## src/rtl/keypad_scanner_pkg.sv

```systemverilog
// Shared types and constants for the 4x4 keypad scanner.
// Rows and columns are active-low; a single pressed key shows as exactly one zero.
package keypad_pkg;

   localparam int KEY_CODE_W = 4;

   typedef enum logic [1:0] {
      ST_SCAN     = 2'd0,
      ST_DEBOUNCE = 2'd1,
      ST_PRESSED  = 2'd2,
      ST_RELEASE  = 2'd3
   } kp_state_t;

   localparam logic [3:0] ROW_STROBE [0:3] = '{4'b1110, 4'b1101, 4'b1011, 4'b0111};
   localparam logic [3:0] COL_IDLE = 4'hF;

   typedef struct packed {
      logic       valid;
      logic [1:0] idx;
   } col_dec_t;

   // No zero or more than one zero cannot be attributed to one key.
   function automatic col_dec_t col_onehot_to_idx(input logic [3:0] col);
      col_dec_t d;
      d.valid = 1'b1;
      d.idx   = 2'd0;
      case (col)
         4'b1110: d.idx = 2'd0;
         4'b1101: d.idx = 2'd1;
         4'b1011: d.idx = 2'd2;
         4'b0111: d.idx = 2'd3;
         default: d.valid = 1'b0;
      endcase
      return d;
   endfunction

endpackage

```

## src/rtl/keypad_scanner_if.sv

```systemverilog
// Keypad pin bundle plus the decoded key outputs toward the vending controller.
interface keypad_if;
   import keypad_pkg::*;

   logic [3:0]            linha;
   logic [3:0]            coluna;
   logic [KEY_CODE_W-1:0] key_code;
   logic                  key_valid;
   logic                  key_held;

   modport master (output linha, key_code, key_valid, key_held, input coluna);
   modport slave  (input linha, key_code, key_valid, key_held, output coluna);
endinterface

```

## src/rtl/keypad_scanner_col_sync.sv

```systemverilog
// Two-flop synchroniser for the asynchronous column returns; resets to idle (all-ones).
module keypad_col_sync
   import keypad_pkg::*;
(
   input  logic       clk,
   input  logic       rst,
   input  logic [3:0] col_async,
   output logic [3:0] col_s
);

   logic [3:0] meta;

   always_ff @(posedge clk) begin
      if (rst) begin
         meta  <= COL_IDLE;
         col_s <= COL_IDLE;
      end else begin
         meta  <= col_async;
         col_s <= meta;
      end
   end

endmodule

```

## src/rtl/keypad_scanner.sv

```systemverilog
// Row-strobe driver, column debouncer and key-code register for the 4x4 keypad.
//
// state       | meaning
// ST_SCAN     | rotate row strobe, sample columns at the end of each dwell
// ST_DEBOUNCE | row frozen, counting stable cycles of the candidate column
// ST_PRESSED  | key accepted and held, waiting for the pattern to change
// ST_RELEASE  | counting all-ones cycles before declaring the key released
module keypad_scanner
   import keypad_pkg::*;
#(
   parameter int SCAN_DIV = 1000,
   parameter int DEBOUNCE = 255
)(
   input  logic     clk,
   input  logic     rst,
   keypad_if.master kp
);

   localparam int DWELL_W = $clog2(SCAN_DIV);
   localparam int DEB_W   = $clog2(DEBOUNCE + 1);
   localparam logic [DWELL_W-1:0] DWELL_LAST = DWELL_W'(SCAN_DIV - 1);
   localparam logic [DEB_W-1:0]   DEB_LAST   = DEB_W'(DEBOUNCE - 1);

   kp_state_t state, state_nxt;

   logic [1:0]            row_idx, row_nxt;
   logic [DWELL_W-1:0]    dwell_cnt, dwell_nxt;
   logic [DEB_W-1:0]      deb_cnt, deb_nxt;
   logic [3:0]            cand, cand_nxt;
   logic [1:0]            cand_idx, cand_idx_nxt;
   logic [KEY_CODE_W-1:0] code_q, code_nxt;
   logic                  valid_q, valid_nxt;
   logic                  held_q, held_nxt;

   logic [3:0] col_s;
   col_dec_t   col_dec;
   logic       sample_now, cand_match, col_idle, deb_done;

   keypad_col_sync u_col_sync (
      .clk       (clk),
      .rst       (rst),
      .col_async (kp.coluna),
      .col_s     (col_s)
   );

   assign col_dec    = col_onehot_to_idx(col_s);
   assign sample_now = (dwell_cnt == DWELL_LAST);
   assign cand_match = (col_s == cand);
   assign col_idle   = (col_s == COL_IDLE);
   assign deb_done   = (deb_cnt == DEB_LAST);

   always_ff @(posedge clk) begin
      if (rst) state <= ST_SCAN;
      else     state <= state_nxt;
   end

   always_comb begin
      state_nxt = state;
      case (state)
         ST_SCAN:     if (sample_now && col_dec.valid) state_nxt = ST_DEBOUNCE;
         ST_DEBOUNCE: if (!cand_match)                 state_nxt = ST_SCAN;
                      else if (deb_done)               state_nxt = ST_PRESSED;
         ST_PRESSED:  if (!cand_match)                 state_nxt = ST_RELEASE;
         ST_RELEASE:  if (!col_idle)                   state_nxt = ST_PRESSED;
                      else if (deb_done)               state_nxt = ST_SCAN;
         default:                                      state_nxt = ST_SCAN;
      endcase
   end

   always_comb begin
      row_nxt      = row_idx;
      dwell_nxt    = dwell_cnt;
      deb_nxt      = deb_cnt;
      cand_nxt     = cand;
      cand_idx_nxt = cand_idx;
      code_nxt     = code_q;
      valid_nxt    = 1'b0;
      held_nxt     = held_q;
      case (state)
         ST_SCAN: begin
            if (sample_now) begin
               if (col_dec.valid) begin
                  cand_nxt     = col_s;
                  cand_idx_nxt = col_dec.idx;
                  deb_nxt      = '0;
               end else begin
                  row_nxt   = row_idx + 2'd1;
                  dwell_nxt = '0;
               end
            end else begin
               dwell_nxt = dwell_cnt + 1'b1;
            end
         end
         ST_DEBOUNCE: begin
            if (!cand_match) begin
               row_nxt   = row_idx + 2'd1;
               dwell_nxt = '0;
            end else if (deb_done) begin
               code_nxt  = {row_idx, cand_idx};
               valid_nxt = 1'b1;
               held_nxt  = 1'b1;
            end else begin
               deb_nxt = deb_cnt + 1'b1;
            end
         end
         ST_PRESSED: begin
            if (!cand_match) deb_nxt = '0;
         end
         ST_RELEASE: begin
            if (col_idle) begin
               if (deb_done) begin
                  held_nxt  = 1'b0;
                  row_nxt   = row_idx + 2'd1;
                  dwell_nxt = '0;
               end else begin
                  deb_nxt = deb_cnt + 1'b1;
               end
            end
         end
         default: ;
      endcase
   end

   always_ff @(posedge clk) begin
      if (rst) begin
         row_idx   <= 2'd0;
         dwell_cnt <= '0;
         deb_cnt   <= '0;
         cand      <= COL_IDLE;
         cand_idx  <= 2'd0;
         code_q    <= '0;
         valid_q   <= 1'b0;
         held_q    <= 1'b0;
      end else begin
         row_idx   <= row_nxt;
         dwell_cnt <= dwell_nxt;
         deb_cnt   <= deb_nxt;
         cand      <= cand_nxt;
         cand_idx  <= cand_idx_nxt;
         code_q    <= code_nxt;
         valid_q   <= valid_nxt;
         held_q    <= held_nxt;
      end
   end

   assign kp.linha     = ROW_STROBE[row_idx];
   assign kp.key_code  = code_q;
   assign kp.key_valid = valid_q;
   assign kp.key_held  = held_q;

endmodule

```

## src/flat_wrapper.sv

```systemverilog
// flat-port wrapper written by rule: the top's interface ports become plain ports
module keypad_scanner_flat import keypad_pkg::*;
#(
   parameter int SCAN_DIV = 1000,
   parameter int DEBOUNCE = 255
)
  (clk, rst, kp_linha, kp_key_code, kp_key_valid, kp_key_held, kp_coluna);
  keypad_if kp_i ();
  input  logic clk;
  input  logic rst;
  output wire logic [$bits(kp_i.linha)-1:0] kp_linha;
  output wire logic [$bits(kp_i.key_code)-1:0] kp_key_code;
  output wire logic [$bits(kp_i.key_valid)-1:0] kp_key_valid;
  output wire logic [$bits(kp_i.key_held)-1:0] kp_key_held;
  input wire logic [$bits(kp_i.coluna)-1:0] kp_coluna;
  assign kp_linha = kp_i.linha;
  assign kp_key_code = kp_i.key_code;
  assign kp_key_valid = kp_i.key_valid;
  assign kp_key_held = kp_i.key_held;
  assign kp_i.coluna = kp_coluna;
  keypad_scanner #(.SCAN_DIV(SCAN_DIV), .DEBOUNCE(DEBOUNCE)) u_core (.clk(clk), .rst(rst), .kp(kp_i));
endmodule
```

## config.mk

```make
export PLATFORM = sky130hd
export DESIGN_NAME = keypad_scanner_flat
export DESIGN_NICKNAME = d
export VERILOG_FILES = /design/src/rtl/keypad_scanner_pkg.sv /design/src/rtl/keypad_scanner_if.sv /design/src/rtl/keypad_scanner_col_sync.sv /design/src/rtl/keypad_scanner.sv /design/src/flat_wrapper.sv
export SDC_FILE = /design/constraint.sdc
export NUM_CORES = 1
export LEC_CHECK = 0
export ABC_AREA = 1
export CAP_MARGIN = 5
export CORE_MARGIN = 5
export CORE_UTILIZATION = 60
export DETAILED_ROUTE_END_ITERATION = 8
export DONT_BUFFER_PORTS = 1
export PLACE_DENSITY_LB_ADDON = 0.08
export SLEW_MARGIN = 20
export SYNTH_ARGS = -nofsm -noshare
export SYNTH_HDL_FRONTEND = slang
export SYNTH_HIERARCHICAL = 1
export SYNTH_SLANG_ARGS = --single-unit
```

## constraint.sdc

```tcl
create_clock -name clk -period 4.5 [get_ports clk]
set_clock_uncertainty 0.1 [all_clocks]
set_input_delay 0.9 -clock clk [delete_from_list [all_inputs] [get_ports clk]]
set_output_delay 0.9 -clock clk [all_outputs]
set_load 0.005 [all_outputs]
```

=== After elaboration in Yosys (flattened, before gate mapping) ===
Cells that the tools add are included.

* Logic and storage cells: 92
* RAM bits: 0
* Bits in latches: 0
* Flip-flop bits (word level): 42
* Output and inout bits: 10
* ROM bits: 0
* Memories: 0

* Equal/unequal tests: 24
* Muxes and demuxes: 37
* Reductions and logical operators: 13
* Magnitude comparators: 1
* Div/mod/pow operators: 0
* Multiply operators: 0
* Shift operators: 0
* Bitwise operators: 3
* Add/subtract/negate cells: 3

{| class="wikitable"
|+ Operators by type and width
! kind !! number
|-
| two-way mux 10 bit || 5
|-
| two-way mux 8 bit || 6
|-
| one-hot mux 8 bit (4 select lines) || 1
|-
| one-hot mux 10 bit (3 select lines) || 1
|-
| two-way mux 2 bit || 11
|-
| equality test 4 bit, second input constant || 4
|-
| AND reduction 5 bit || 3
|-
| != test 2 x 1 -> 1 bit, second input constant || 7
|-
| one-hot mux 2 bit (3 select lines) || 2
|-
| adder 10 x 1 -> 10 bit, second input constant || 1
|-
| equality test 10 bit, second input constant || 1
|-
| != test 3 bit, second input constant || 3
|-
| adder 8 x 1 -> 8 bit, second input constant || 1
|-
| binary-select mux 4 bit (select 2 bit) || 1
|-
| equality test 8 bit, second input constant || 1
|-
| two-way mux 4 bit || 2
|-
| one-hot mux 2 bit (4 select lines) || 1
|-
| two-way mux 1 bit || 6
|-
| != test 2 bit, second input constant || 3
|-
| AND reduction 3 bit || 2
|-
| AND reduction 6 bit || 1
|-
| equality test 2 bit, second input constant || 2
|-
| equality test 4 x 3 -> 1 bit, second input constant || 1
|-
| equality test 4 bit || 1
|-
| other kinds (13) || 14
|}

=== Logic depth before layout (Yosys ltp) ===
* Depth after elaboration: 6
* Gate-level depth with buffers: 12
* Mapped depth without buffers: 11

=== Cells and area by module ===
Netlist, hierarchy kept.

{| class="wikitable"
|+ Modules (own cells, without submodules)
! module !! cells each !! times used !! area an instance (µm²)
|-
| keypad_scanner || 322 || 1 || 2,107.0
|-
| keypad_col_sync || 25 || 1 || 224.0
|}

=== Worst setup path after synthesis ===
No wires, ideal clock.

* Path type: input to register
* Start point: in rst
* End point: reg u_core.cand_idx[1]
* Slack: 2.723 ns
* Stages on the path: 4
* Buffers on the path: 2
* Arrival time: 1.561 ns
* Path through: clkbuf_1 > inv_2 > buf_2 > o211a_1

{| class="wikitable"
|+ RTL lines
! element !! RTL line !! source
|-
| start: declaration || flat_wrapper.sv:10 || <nowiki>input logic rst;</nowiki>
|-
| end signal: assignment || keypad_scanner.sv:139 || <nowiki>cand_idx <= cand_idx_nxt;</nowiki>
|-
| end: declaration || keypad_scanner.sv:30 || <nowiki>logic [1:0] cand_idx, cand_idx_nxt;</nowiki>
|}

No word-level cell between the ends.

=== Worst setup path after layout ===
* Start point: reg u_core.state[0]
* End point: reg u_core.dwell_cnt[0]

* Word-level cells in the longest chain between the ends: 3
* Elaborated cells on any way between the ends: 10

{| class="wikitable"
|+ Ends and longest elaborated chain
! element !! RTL line !! source
|-
| start: declaration || keypad_scanner.sv:24 || <nowiki>kp_state_t state, state_nxt;</nowiki>
|-
| start signal: assignment || keypad_scanner.sv:54 || <nowiki>else state <= state_nxt;</nowiki>
|-
| equality test 2 x 1 -> 1 bit, or another cell as far along || keypad_scanner.sv:79 || <nowiki>case (state)</nowiki>
|-
| != test 2 bit (no line), or another cell as far along || - ||
|-
| AND reduction 5 bit (no line) || - ||
|-
| end signal: assignment || keypad_scanner.sv:136 || <nowiki>dwell_cnt <= dwell_nxt;</nowiki>
|-
| end: declaration || keypad_scanner.sv:27 || <nowiki>logic [DWELL_W-1:0] dwell_cnt, dwell_nxt;</nowiki>
|}

Parallel ways exist; a longest one is shown, timed or not.
A chain may end at the register's enable or synchronous reset.

==> metrics.md <==
| Metric | Value |
|---|---|
| Gate count after technology mapping | `roughly 350` |
| CP endpoint kind | `flop` |
| Slew Viols, Final | `0` |
| Crit path time final | `2130 ps` |
| Leakage power | `about 1.1 nW` |
| Max H-tree Level | `2` |
| Routed WL | `around 4500 um` |
| Critical path's slowest cell | `dfxtp_1` |
| Post-cts sizing count | `0` |
| RSZ-0062 raised after global routing | `no` |
| Top cell type by total area after synthesis | `dfxtp_1` |
| Post-synth top flop | `dfxtp_1` |
| Max incr delay on CP | `slightly below 700 ps` |
| WS Path Type | `flop to flop` |
| Finished Layout Cells | `between 300 and 400` |
| Clock tree from TritonCTS | `built` |
| Reg2reg start | `u_core/state[0]` |
| Fin crit share | `approximately 47%` |
| CP startpoint kind | `flop` |
| Port bufs | `0` |
| Initial antenna violation count | `0` |
| CTS Hold Buffers Added | `0` |
| Cell row count | `22` |
| Total die area | `0.00523 mm2` |
| Initial DRC Count | `139` |
| Filler instances | `between 300 and 400` |
| Setup Buffers After CTS | `0` |
| Status | `finished clean` |
| EDFF count, synth | `0` |
| Worst Path Arrival | `2220 ps` |
| Worst-path cell chain | `inv_2, o21ai_1, nand2_1, nor2_4, clkinv_2, a21oi_1, nor2_1` |
| Vias in the first global route | `1,876` |
| DR pass1 iterations | `4` |
| Starting Density | `between 60% and 70%` |
| DRC errors left | `0` |
| CP Max Fanout | `16` |
| Hold Violations, Final | `0` |
| First-pass GRT wire length | `7860 um` |
| Vias | `about 2,000` |
| Hold Path Class | `flop to flop` |
| Placer Congestion | `roughly 0.85` |
| YS warnings | `6` |
| Register bit total from synthesis | `42` |
| Maxcap violations | `0` |
| Min-Delay Startpoint | `u_core/u_col_sync/meta[2]` |
| Area grow syn2layout | `3.92%` |
| Antenna fix cells | `0` |
| Slew @ Worst Pin | `578 ps` |
| Width of the die | `about 72 um` |
| Fin Setup TNS | `0 ps` |
| Ys async rst share | `0%` |
| Core area | `0.00372 mm2` |
| Most frequent cells in the layout | `88 x nand2_1, 42 x inv_1, 42 x dfxtp_1` |
| Leading post-synthesis cells by cell area | `dfxtp_1 36%, nand2_1 14%, nand3_1 6.9%, inv_1 6.8%, nor2_1 6.3%` |
| Syn Area/Cell | `between 6 and 7 um2` |
| Die Ht | `between 70 and 80 um` |
| FMAX | `around 470 MHz` |
| Post-synthesis sequential area ratio | `36.1%` |
| Relative slew margins | `61.4%` |
| IR drop worst, VDD | `approximately 0.21 mV` |
| Post-Syn Area | `between 0.002 and 0.0025 mm2` |
| Post-route ant nets | `0` |
| GRT Total Usage | `18.8%` |
| CTS root buffer | `clkbuf_8` |
| Clock Latency Late Sink | `about 300 ps` |
| Inst Count DP | `around 390` |
| GRT overflow | `0` |
| Crit path from | `u_core/state[0]` |
| TritonCTS Sinks | `42` |
| Largest net degree at the start of global routing | `20` |
| Net count after synthesis | `360` |
| Worst Path Required | `between 4000 and 5000 ps` |
| Power Density | `about 270 mW/mm2` |
| Num CTS Buffers | `5` |
| Netlist cell types | `34` |
| Final setup fails | `0` |
| Final #Nets | `358` |
| Share of layout cells above drive strength 1 | `11.3%` |
| Clock Pin Slew Worst Setup and Hold Paths | `about 80 ps` |
| Wirelength per Cell | `11.3 um` |
| Synth top area share | `between 30% and 40%` |
| Hpwl dp | `~3300 um` |
| Vias/cell | `between 5 and 6` |
| Ports | `16` |
| CTS Buffer Depth | `2` |
| Most common cell after layout, fill and taps aside | `nand2_1` |
[metal layers]
layer,wire length [um],GRT usage [%]
met2,2000,30.6
met1,2210,23.4
met4,53,7.31
met3,202,5.12
met5,0,0
[power by group]
part / internal (W) / switching (W) / total, W
registers: 0.000377 / 0.00000486 / 0.000382
clock network: 0.000112 / 0.000136 / 0.000248
logic: 0.0000102 / 0.0000206 / 0.0000308
total: 0.000499 / 0.000161 / 0.000661
[state kept, by name, indices dropped and copies added, names as in the netlist]
signal,flops
u_core/cand,4
u_core/u_col_sync/meta,4
u_core/u_col_sync/col_s,4
u_core/cand_idx,2
u_core/kp.key_held,1
u_core/kp.key_code,4
u_core/deb_cnt,8
u_core/row_idx,2
u_core/dwell_cnt,10
u_core/state,2
u_core/kp.key_valid,1
[cell type report]
class | instances | area (um2) | area share [%]
Clock buffer | 5 | 68.8 | 2.84
Tap cell | 48 | 60.1 | 2.48
Inverter | 52 | 198 | 8.16
Sequential cell | 42 | 841 | 34.7
Multi-Input combinational cell | 244 | 1230 | 50.8
Clock inverter | 3 | 25.0 | 1.03
[worst max-delay path, delay by kind of cell, from the launching register on]
family / cells / cell delay [ps]
and+or+nand+nor: 3 / 520
AOI/OAI and AO/OA: 2 / 320
DFF: 1 / 690
buffers and inverters: 2 / 380
[final timing paths]
check,end,cells past startpoint,slack (ps)
worst max register to register,u_core/dwell_cnt[0],7,2370
worst max-delay path,u_core/dwell_cnt[0],7,2370
worst min register to register,u_core/u_col_sync/col_s[2],2,310
worst min-delay path,u_core/u_col_sync/col_s[2],2,310
[logic make-up after synthesis]
group,Yosys count,synth area share (%)
simple gates,185,36.4
buf+inv,61,11.2
compound gates,50,11.8
flops,42,36.1
fa+ha+maj,7,3.76
xor+xnor,2,0.752
[through the flow]
stage	setup WS [ps]	utilization, %	power [W]	area [um2]	hold WS, ps
floorplan	2720	-	0.000419	2330	280
global placement	2460	62.7	0.000421	2330	283
detailed placement	2430	62.7	0.000421	2330	292
CTS	2360	65.2	0.000671	2420	312
global route	2230	65.2	0.000695	2420	339
finish	2370	65.2	0.000661	2420	307
[Yosys cell counts (3+ instances only)]
cell type  number
o21ai_0        12
nand2_2         5
inv_1          42
a21oi_1        28
nand3_1        32
nand3b_1        3
nor2_2          4
dfxtp_1        42
or2_2           3
nor2_1         39
clkbuf_1        3
ha_1            7
nand2_1        88
buf_6           3
inv_2           8
No activity file was read; power rests on OpenSTA's default activity.
